===== src/rtl/score_link_pkg.sv =====
// score_link_pkg: constants shared by the score link transmitter on basys_1 and the receiver on basys_2
package score_link_pkg;
  localparam logic [7:0] SYNC_BYTE = 8'hA5;
  localparam int FRAME_BYTES = 4;
  localparam int B2_THIRD = 0;
  localparam int B2_FLAG = 1;
  localparam int B2_END = 2;
  typedef enum logic [2:0] {
    IDLE = 3'b001,
    LOAD = 3'b010,
    SEND = 3'b100
  } seq_state_t;
endpackage


===== src/rtl/uart_byte_tx.sv =====
// uart_byte_tx: single-byte 8N1 serializer, LSB first; done pulses in the last clock of the stop bit
module uart_byte_tx #(
  parameter int CLKS_PER_BIT = 564
) (
  input  logic       clk,
  input  logic       rst,
  input  logic       start,
  input  logic [7:0] data,
  output logic       tx,
  output logic       done
);
  localparam int CW = $clog2(CLKS_PER_BIT + 1);
  logic          active;
  logic [CW-1:0] cnt;
  logic [3:0]    bitn;
  logic [8:0]    sh;
  logic          wrap;
  assign wrap = cnt == CW'(CLKS_PER_BIT - 1);
  assign done = active && wrap && bitn == 4'd9;
  assign tx   = active ? sh[0] : 1'b1;
  // Shift start+data out one bit per wrap, filling with ones so the stop bit falls out naturally;
  // a start in the final stop-bit clock reloads the next byte with no idle gap.
  always_ff @(posedge clk) begin
    if (!rst) begin
      active <= 1'b0;
      cnt    <= '0;
      bitn   <= '0;
      sh     <= '1;
    end else if (start) begin
      active <= 1'b1;
      cnt    <= '0;
      bitn   <= '0;
      sh     <= {data, 1'b0};
    end else if (active) begin
      cnt <= wrap ? '0 : cnt + 1'b1;
      if (wrap) begin
        bitn   <= bitn + 4'd1;
        sh     <= {1'b1, sh[8:1]};
        active <= bitn != 4'd9;
      end
    end
  end
endmodule


===== src/rtl/score_link_tx.sv =====
// score_link_tx: sends a 4-byte 8N1 frame of the judge outputs on every change; SCORE_LINK_HEARTBEAT_EN adds periodic resends
module score_link_tx
  import score_link_pkg::*;
#(
  parameter int CLK_FREQ = 65_000_000,
  parameter int BAUD     = 115_200
`ifdef SCORE_LINK_HEARTBEAT_EN
  , parameter int HEARTBEAT_CYCLES = 6_500_000
`endif
) (
  input  logic       clk,
  input  logic       rst,
  input  logic [3:0] score_player1,
  input  logic [3:0] score_player2,
  input  logic       flag_point,
  input  logic       thirdtouched,
  input  logic       endgame,
  output logic       tx,
  output logic       busy
);
  localparam int CLKS_PER_BIT = CLK_FREQ / BAUD;
  seq_state_t  state, state_n;
  logic [10:0] snap, shadow;
  logic [7:0]  b1, b2, data;
  logic [2:0]  idx;
  logic        pending, first, start, done, last, changed, trig, hb_hit;
  assign snap    = {score_player1, score_player2, endgame, flag_point, thirdtouched};
  assign b1      = shadow[10:3];
  assign changed = snap != shadow;
  assign trig    = changed || pending || hb_hit;
  assign last    = idx == 3'(FRAME_BYTES);
  assign busy    = state != IDLE;
  assign data    = idx == 3'd0 ? SYNC_BYTE : idx == 3'd1 ? b1 : idx == 3'd2 ? b2 : b1 ^ b2;
  // Flag byte assembled from the shadow so the frame in flight never follows the live inputs
  always_comb begin
    b2         = '0;
    b2[B2_END]   = shadow[2];
    b2[B2_FLAG]  = shadow[1];
    b2[B2_THIRD] = shadow[0];
  end
`ifdef SCORE_LINK_HEARTBEAT_EN
  localparam int HW = $clog2(HEARTBEAT_CYCLES + 1);
  logic [HW-1:0] hb_cnt;
  assign hb_hit = hb_cnt == HW'(HEARTBEAT_CYCLES - 1);
  // Heartbeat period is measured from the start of the most recent frame
  always_ff @(posedge clk) begin
    if (!rst || (state == IDLE && trig) || hb_hit) hb_cnt <= '0;
    else hb_cnt <= hb_cnt + 1'b1;
  end
`else
  assign hb_hit = 1'b0;
`endif
  // Sequencer state register
  always_ff @(posedge clk) begin
    if (!rst) state <= IDLE;
    else state <= state_n;
  end
  // Next state and byte-start strobe: first byte kicks one cycle after LOAD, later bytes chain on done
  always_comb begin
    state_n = state;
    start   = 1'b0;
    case (state)
      IDLE: state_n = trig ? LOAD : IDLE;
      LOAD: state_n = SEND;
      SEND: begin
        start   = first || (done && !last);
        state_n = (done && last) ? IDLE : SEND;
      end
      default: state_n = IDLE;
    endcase
  end
  // Snapshot on frame start; any change or heartbeat while busy is remembered as one pending resend
  always_ff @(posedge clk) begin
    if (!rst) begin
      shadow  <= '0;
      pending <= 1'b0;
      idx     <= '0;
      first   <= 1'b0;
    end else begin
      first <= state == LOAD;
      if (state == IDLE && trig) begin
        shadow  <= snap;
        pending <= 1'b0;
      end else if (state != IDLE && (changed || hb_hit)) begin
        pending <= 1'b1;
      end
      if (state == LOAD) idx <= '0;
      else if (start) idx <= idx + 3'd1;
    end
  end
  uart_byte_tx #(.CLKS_PER_BIT(CLKS_PER_BIT)) u_byte (
    .clk  (clk),
    .rst  (rst),
    .start(start),
    .data (data),
    .tx   (tx),
    .done (done)
  );
endmodule


===== config.mk =====
export PLATFORM = sky130hd
export DESIGN_NAME = score_link_tx
export DESIGN_NICKNAME = d
export VERILOG_FILES = /design/src/rtl/score_link_pkg.sv /design/src/rtl/uart_byte_tx.sv /design/src/rtl/score_link_tx.sv
export SDC_FILE = /design/constraint.sdc
export NUM_CORES = 1
export LEC_CHECK = 0
export BUFFER_PORTS_ARGS = -buffer_cell sky130_fd_sc_hd__buf_2
export CORE_MARGIN = 10
export CORE_UTILIZATION = 30
export DETAILED_ROUTE_END_ITERATION = 8
export HOLD_SLACK_MARGIN = 0.05
export PLACE_DENSITY_LB_ADDON = 0.1
export SLEW_MARGIN = 40
export SYNTH_ARGS = -nofsm -noshare
export SYNTH_HDL_FRONTEND = slang
export SYNTH_SLANG_ARGS = --single-unit

===== constraint.sdc =====
create_clock -name clk -period 1.6 [get_ports clk]
set_input_delay 0.08 -clock clk [delete_from_list [all_inputs] [get_ports clk]]
set_output_delay 0.08 -clock clk [all_outputs]
set_load 0.02 [all_outputs]

# [After elaboration in Yosys (flattened, before gate mapping)]
# Cells that the tools add are included.
[totals] register_bits=43 input_bits=13 out_inout_bits=2 wordCells=57
[op_classes] add_sub_neg=3 eq_ne=11 mux=15 n_bitwise=2 n_reduce_logical=17
[op_table] op="two-way mux 9 bit" n=3
[op_table] op="two-way mux 8 bit" n=3
[op_table] op="inequality test 11 bit" n=1
[op_table] op="adder 10 x 1 -> 10 bit (second input constant)" n=1
[op_table] op="== test 10 bit (second input constant)" n=1
[op_table] op="two-way mux 10 bit" n=1
[op_table] op="one-hot mux 3 bit (3 select lines)" n=1
[op_table] op="bitwise XOR 8 x 3 -> 8 bit" n=1
[op_table] op="== test 3 x 1 -> 1 bit (second input constant)" n=2
[op_table] op="== test 3 x 2 -> 1 bit (second input constant)" n=2
[op_table] op="== test 3 bit (second input constant)" n=2
[op_table] op="logical AND 1 bit" n=6
[op_table] op="OR reduction 2 bit" n=3
[op_table] op="two-way mux 1 bit" n=5
[op_table] op="adder 4 x 1 -> 4 bit (second input constant)" n=1
[op_table] op="== test 4 bit (second input constant)" n=1
[op_table] op="inequality test 4 bit (second input constant)" n=1
[op_table] op="AND reduction 2 bit" n=2
[op_table] op="nonzero test 2 bit" n=2
[op_table] op="adder 3 x 1 -> 3 bit (second input constant)" n=1
[op_table] op="zero test 3 bit" n=1
[op_table] op="two-way mux 3 bit" n=1
[op_table] op="inequality test 3 x 1 -> 1 bit (second input constant)" n=1
[op_table] op="logical OR 1 bit" n=2
[op_table] op="3 further kinds" n=3

# [Longest topological paths before layout]
# Gate-level depths: netlist of run 1.
[depth] depth_word=8 mapped_depth=7 depth_no_buf=6

# [Cells and area by module]
# Synthesis of run 1 repeated with hierarchy kept, for this count alone.
[hier_totals] cells_unflattened=302 area_unflattened_um2=2536.2
[by_module_without_submodules] module="score_link_tx" instances=1 cells_each=175 area_per_inst_um2=1333.8 seq_area_each_um2=380.4
[by_module_without_submodules] module="uart_byte_tx" instances=1 cells_each=127 area_per_inst_um2=1202.4 seq_area_each_um2=480.5

# [Worst setup path before layout of run 1]
# OpenSTA, ideal clock, no wires.
[synth_timing] path_type="register -> register" start="reg shadow[2]" end="reg shadow[10]" setup_ns=0.082 arrival_ns=1.697 slack_ns=-0.180 stages_incl_launch_ff=6 period_less_slack_ns=1.780 path_cell_list="dfxtp_1 -> xor2_1 -> or4_4 -> buf_6 -> or4_1 -> o2111ai_1"
[synth_between] elab_chain_len=3
[synth_lines] item="start, declared" line="score_link_tx.sv:23" text="logic [10:0] snap, shadow;"
[synth_lines] item="start signal, assigned" line="score_link_tx.sv:82" text="shadow <= snap;"
[synth_lines] item="inequality test 11 bit" line="score_link_tx.sv:29" text="assign changed = snap != shadow;"
[synth_lines] item="logical OR 1 bit" line="score_link_tx.sv:30" text="assign trig = changed || pending || hb_hit;"
[synth_lines] item="logical AND 1 bit" line="score_link_tx.sv:81" text="if (state == IDLE && trig) begin"
# No other way between the ends.
# A chain may end at the register's enable or synchronous reset.

# [Worst setup path after layout of run 1]
[layout_timing] start="reg shadow[2]" end="reg shadow[2]"
# Same word-level chain as after synthesis.

==> summary.txt, run 1 <==
Layout cells sized above 1 = 0.322
Power share of the sequential group = 0.429
CTS buffer count = 5
Routed wire per std cell = 14.5 µm
Worst-margin pin slew = 419 ps
Comb pwr share = 0.336
GRT Total Usage = 0.111
Worst hold slack = 181 ps
Initial antenna violation count = 0
Worst Path Arrival = 1920 ps
Clock power share = 0.236
Storage element area = 867 µm²
Setup crit end kind = flip-flop
Kind of critical path = flip-flop to flip-flop
Clock Skews = 11.0 ps
Worst endpoint required time = 1810 ps
Register clock-pin slew on the reported worst setup and hold paths = 90 ps
Die Span Y = 111 µm
Worst hold-check path type = input port to flip-flop
Multi-input gate area = 1740 µm²
Status = finished with violations
Max Cap Violations = 0
Layout Nets = 382
Adder-cell share of the synthesized area = 0.0352
Post-DP HPWL = 4800 µm
Sw Share = 0.340
Min cycle time layout = 1710 ps
CP Launch Type = flip-flop
NetSw = 1.02 mW
Cell-internal power = 1.99 mW
Initial Utilization = 0.306
Vias per std cell = 5.03
DRC Markers = 0
Max VDD drop = 0.408 mV
CTS tree = done
Max Fanout on Critical Path = 6
Final critical-path setup slack = -108 ps
Root buf cell = clkbuf_8
Seq/Total Area, Yosys = 0.346
GP Congestion = 0.749
Area growth from synthesis to layout = 36.0%
Final wirelength = 6780 µm
Failing checks = negative setup slack
Antenna-violating nets left = 0
PwrDens = 889 nW/µm²
Core Footprint = 8130 µm²
IO Count = 15
Clk_lat worst skew = 300 ps
Rel. slew slack = 0.720
H-tree depth = 2
Largest net degree at the start of global routing = 26
Number of global-route vias before repair = 2,387
Synth Net Count = 321
# clock sinks = 43
# rows = 33
Buffers on Ports = 14
Complex-gate fraction of the synthesized area = 0.176
Ant diodes = 0
Fillers = 839
Drt pass-1 iters = 4
Die ar. = 12,300 µm²
Fin util = 0.416
Yosys cell types = 45
Dpl cells = 454
RSZ-0062 raised after global routing = yes
Max frequency = 585 MHz
DIE WIDTH = 111 µm
Total gr overflow = 0
Final hold violations = 0
Global-route wire length before repair = 11,800 µm
Synth Warn # = 0
XOR/XNOR share of the synthesized area = 0.0809
Mean post-synth cell area = 8.27 µm²
Final setup viols = 14
Pins over their slew limit = 0
Max clock buf depth = 2
DRT iter0 DRCs = 85
Cts hold-fix bufs = 0
Cell Count, Final, Fillers Out = 468
Area of the mapped netlist = 2490 µm²
DR vias = 2,353
Fin crit share = 1.07
#FFs+latches synth = 43
Post-Synth Simple-Gate Area = 0.288
Static Leakage = 1.31 nW
Largest family of logic cells by synthesized area = simple AND/OR/NAND/NOR gates
Proportion of synthesized area in mux cells = 0.0322
Pre-CTS setup slack = -210 ps
Post-synthesis cell count = 301
timing repair:
item,in CTS,in global routing
resized for setup,8,36
cloned,2,0
setup endpoints to repair,15,34
buffers inserted,3,1
pin swaps,8,6
path summary, 6_finish.rpt:
path                                           startpoint                         to  slack (ps)  depth (start not counted)
worst min register to register  u_byte.sh[5]$_SDFFE_PN1P_  u_byte.sh[5]$_SDFFE_PN1P_         490                          2
worst max-delay path               shadow[2]$_SDFFE_PN0P_     shadow[2]$_SDFFE_PN0P_        -110                          4
worst max register to register     shadow[2]$_SDFFE_PN0P_     shadow[2]$_SDFFE_PN0P_        -110                          4
worst min-delay path                     score_player1[0]     shadow[7]$_SDFFE_PN0P_         180                          4
layer usage:
layer	GRT usage	vias to the layer above	share of wire
met5	0	-	0
met4	0.0283	0	0.0090
met2	0.184	16	0.48
li1	-	1228	-
met1	0.141	1103	0.49
met3	0.0238	6	0.019
power by group through the flow:
| stage | registers (mW) | clock network (mW) | logic [mW] |
|---|---|---|---|
| after CTS | 1.29 | 0.743 | 0.974 |
| after global placement | 1.30 | 0 | 0.879 |
| after floorplan | 1.32 | 0 | 0.486 |
| after detailed placement | 1.30 | 0 | 0.888 |
| after global routing | 1.31 | 0.774 | 1.12 |
| final | 1.29 | 0.710 | 1.01 |
registers in the layout (all words and copies together) (netlist names), 3 cells and up:
name / cells
shadow: 11
state: 3
idx: 3
u_byte.cnt: 10
u_byte.sh: 9
u_byte.bitn: 4
cells in the mapped netlist (all sizes together):
| master | number | area [µm²] |
|---|---|---|
| a211oi | 2 | 15.0 |
| nor4bb | 1 | 10.0 |
| and3 | 17 | 106 |
| o31a | 1 | 8.76 |
| nand2 | 43 | 161 |
| and2 | 1 | 6.26 |
| or3b | 1 | 8.76 |
| nand2b | 5 | 31.3 |
| nor2 | 18 | 67.6 |
| clkbuf | 14 | 52.6 |
| a21oi | 11 | 55.1 |
| ha | 7 | 87.6 |
| o21a | 1 | 7.51 |
| o211ai | 3 | 22.5 |
| o21ai | 16 | 83.8 |
| a32oi | 3 | 26.3 |
| a21boi | 3 | 22.5 |
| dfxtp | 43 | 861 |
| nor4 | 2 | 12.5 |
| buf | 3 | 21.3 |
| nand4 | 7 | 43.8 |
| a41oi | 3 | 26.3 |
| or3 | 3 | 18.8 |
| xnor2 | 13 | 114 |
| and3b | 1 | 8.76 |
| mux2i | 8 | 80.1 |
| nor3b | 6 | 50.1 |
| o211a | 2 | 20.0 |
| nand3 | 7 | 35.0 |
| nand3b | 1 | 7.51 |
| o31ai | 2 | 15.0 |
| nor3 | 3 | 15.0 |
| xor2 | 10 | 87.6 |
| inv | 8 | 30.0 |
| o2111ai | 11 | 96.3 |
| a21o | 1 | 7.51 |
| a31oi | 5 | 31.3 |
| or4 | 12 | 93.8 |
| nor4b | 3 | 41.3 |
critical path, cell delays in order (launching register included):
cell and delay [ps]:
dfxtp_2 350, xor2_4 160, or4_4 590, or4_4 420, o2111ai_1 100
cell usage in the layout (no fill, tap or decap), types with 9 or more instances in the layout:
| cell type | count |
|---|---|
| nand2_1 | 42 |
| a21oi_1 | 10 |
| nor2_1 | 18 |
| dfxtp_1 | 38 |
| buf_2 | 14 |
| buf_4 | 51 |
| o2111ai_1 | 9 |
| o21ai_1 | 12 |
| and3_1 | 16 |
| xnor2_1 | 13 |
kinds of logic after synthesis:
logic type / count (synthesis)
flip-flops: 43
AO/OA/AOI/OAI: 64
buffers and inverters: 25
XOR/XNOR: 23
AND/OR/NAND/NOR: 131
adder cells (fa/ha/maj): 7
multiplexers: 8
cell type report:
| class | instances | share of cell area |
|---|---|---|
| inverters | 8 | 0.00887 |
| repair buffers | 69 | 0.157 |
| multi-input cells | 235 | 0.514 |
| clock buffers | 6 | 0.0214 |
| flip-flops and latches | 43 | 0.256 |
| well taps | 105 | 0.0388 |
| clock inverters | 2 | 0.00369 |
stage by stage:
stage	power (mW)	TNS [ps]	area (µm²)
6_report	3.01	-1070	3390
5_1_grt	3.20	-1870	3390
4_1_cts	3.00	-1070	3220
3_5_place_dp	2.19	-2050	3070
3_3_place_gp	2.18	-1760	3070
2_1_floorplan	1.81	-1290	2510
No activity file was read; power rests on OpenSTA's default activity.
==> run 2, diff against run 1 <==
- REMOVE_ABC_BUFFERS: default -> 1
==> run 2 against run 1 <==
  * The flow still finishes with violations (negative setup slack)
  * Clock power is 29% higher
  * First-iteration DRC count is 12% lower
  * Setup slack worse by 9.9 ps
  * Global-route usage is 0.37 points lower
  * Clock skew is 2.1 ps lower
  * Hold slack worse by 24 ps
  * Clock-buffer cell count stayed put
  * Critical path depth stayed put
  * Sequential share of layout area is 0.11 points higher
==> summary.txt, run 2 (synthesized netlist as in run 1, its figures left out) <==
Status = finished with violations (unchanged)
Failing checks = negative setup slack (unchanged)
Pre-CTS setup slack = -220 ps (was -210 ps)
Fin util = 0.416 (about the same)
Die Span Y = 111 µm (unchanged)
Cell-by-cell trace of the critical path = xor2_2 -> or4_4 -> or3_4 -> and3_4 (was xor2_4 -> or4_4 -> or4_4 -> o2111ai_1)
IO Count = 15 (unchanged)
# clock sinks = 43 (unchanged)
Max Fanout on Critical Path = 6 (unchanged)
Commonest cells after routing, fill and taps aside = 52 x buf_4, 43 x nand2_1, 36 x dfxtp_1 (was 51 x buf_4, 42 x nand2_1, 38 x dfxtp_1)
Power share of the sequential group = 0.409 (was 0.429)
Kind of critical path = flip-flop to flip-flop (unchanged)
Max VDD drop = 0.501 mV (was 0.408 mV)
Clock Skews = 8.87 ps (was 11.0 ps)
Slowest CP cell = or4_4 (unchanged)
Max reg flops = 11 (unchanged)
Buffers on Ports = 14 (unchanged)
Global-route wire length before repair = 11,400 µm (was 11,800 µm)
Fin crit share = 1.07 (about the same)
Worst Path Arrival = 1920 ps (about the same)
Vias per std cell = 5.08 (was 5.03)
Final hold violations = 0 (unchanged)
Commonest non-fill, non-tap cell in the layout = buf_4 (unchanged)
R2R Setup Slk = -120 ps (was -110 ps)
Comb pwr share = 0.300 (was 0.336)
CTS tree = done (unchanged)
CP Launch Type = flip-flop (unchanged)
H-tree depth = 2 (unchanged)
CP Buf/Inv Count = 0 (unchanged)
Top Registers = shadow (11), u_byte.cnt (10), u_byte.sh (9) (unchanged)
Initial Utilization = 0.306 (unchanged)
Max clock buf depth = 2 (unchanged)
Root buf cell = clkbuf_8 (unchanged)
Largest Register = shadow (unchanged)
Min cycle time layout = 1720 ps (was 1710 ps)
Setup crit end kind = flip-flop (unchanged)
Final critical-path setup slack = -118 ps (was -108 ps)
Post-DP HPWL = 4760 µm (was 4800 µm)
Final total power = 3.15 mW (was 3.01 mW)
Area growth from synthesis to layout = 35.8% (was 36.0%)
DR vias = 2,387 (was 2,353)
Register clock-pin slew on the reported worst setup and hold paths = 90 ps (about the same)
Delay-heaviest family, CP = simple AND/OR/NAND/NOR gates (unchanged)
PwrDens = 932 nW/µm² (was 889 nW/µm²)
Antenna-violating nets left = 0 (unchanged)
Rel. slew slack = 0.645 (was 0.720)
Layout Nets = 384 (was 382)
RSZ-0062 raised after global routing = yes (unchanged)
Number of global-route vias before repair = 2,293 (was 2,387)
Worst-margin pin slew = 532 ps (was 419 ps)
Clock power share = 0.291 (was 0.236)
Max frequency = 582 MHz (was 585 MHz)
Worst hold-check path type = input port to flip-flop (unchanged)
Worst endpoint required time = 1800 ps (was 1810 ps)
Ant diodes = 0 (unchanged)
DRT iter0 DRCs = 75 (was 85)
Final setup viols = 14 (unchanged)
Drt pass-1 iters = 4 (unchanged)
CTS buffer count = 5 (unchanged)
DIE WIDTH = 111 µm (unchanged)
CP peak stage delay = 590 ps (about the same)
Sw Share = 0.321 (was 0.340)
GRT Total Usage = 0.107 (was 0.111)
DRC Markers = 0 (unchanged)
Pins over their slew limit = 0 (unchanged)
Total gr overflow = 0 (unchanged)
Initial antenna violation count = 0 (unchanged)
Routed wire per std cell = 14.6 µm (was 14.5 µm)
Cell-internal power = 2.14 mW (was 1.99 mW)
Clk_lat worst skew = 300 ps (about the same)
Layout cells sized above 1 = 0.321 (was 0.322)
Die ar. = 12,300 µm² (unchanged)
GP Congestion = 0.718 (was 0.749)
Final wirelength = 6870 µm (was 6780 µm)
Largest net degree at the start of global routing = 26 (unchanged)
# rows = 33 (unchanged)
Core Footprint = 8130 µm² (unchanged)
NetSw = 1.01 mW (was 1.02 mW)
Static Leakage = 1.35 nW (was 1.31 nW)
Max Cap Violations = 0 (unchanged)
-- run 2: timing repair --
item                       in CTS  in global routing
gates resized for setup        16                 30
setup buffers                   1                  3
setup endpoints to repair      32                 32
hold buffers                    0                  0
pin swaps                      30                 11
gates cloned                    2                  0
-- run 2: worst paths after layout --
| path | from | to | cells after the start |
|---|---|---|---|
| setup / recovery | shadow[2]$_SDFFE_PN0P_ | state[1]$_SDFF_PN0_ | 4 |
| hold / removal | rst | shadow[6]$_SDFFE_PN0P_ | 3 |
| setup reg to reg | shadow[2]$_SDFFE_PN0P_ | state[1]$_SDFF_PN0_ | 4 |
| hold reg to reg | u_byte.sh[5]$_SDFFE_PN1P_ | u_byte.sh[5]$_SDFFE_PN1P_ | 2 |
-- run 2: routing by layer --
| layer | up-vias | global-route usage | share of wire |
|---|---|---|---|
| li1 | 1235 | - | - |
| met1 | 1121 | 0.140 | 0.49 |
| met2 | 25 | 0.175 | 0.48 |
| met3 | 6 | 0.0179 | 0.019 |
| met4 | 0 | 0.0308 | 0.011 |
| met5 | - | 0 | 0 |
-- run 2: power groups by stage --
stage                     Clock (mW)  Combinational [mW]  Sequential (mW)
after floorplan                    0               0.433             1.32
after global placement             0               0.846             1.30
after detailed placement           0               0.852             1.30
after CTS                      0.948               0.931             1.29
after global routing           0.970                1.04             1.31
final                          0.917               0.945             1.29
-- run 2: tightest hold or removal path, delay by kind of cell --
| family | cells | cell delay, ps |
|---|---|---|
| compound gates | 1 | 90 |
| buf+inv | 1 | 140 |
| simple gates | 1 | 90 |
-- run 2: layout make-up --
cell class / instances / area [µm²]
clock inverters: 2 / 35.0
repair buffers: 71 / 534
multi-input cells: 235 / 1700
fillers: 838 / 4750
inverters: 8 / 30.0
clock buffers: 6 / 82.6
well taps: 105 / 131
flip-flops and latches: 43 / 870
-- run 2: through the flow --
step	setup TNS (ps)	hold WS, ps	area [µm²]	instances
final	-1200	158	3380	470
after global routing	-1740	162	3380	470
after CTS	-1240	148	3240	467
after detailed placement	-3340	474	3050	456
after global placement	-3270	466	3050	456
after floorplan	-10520	160	2420	284
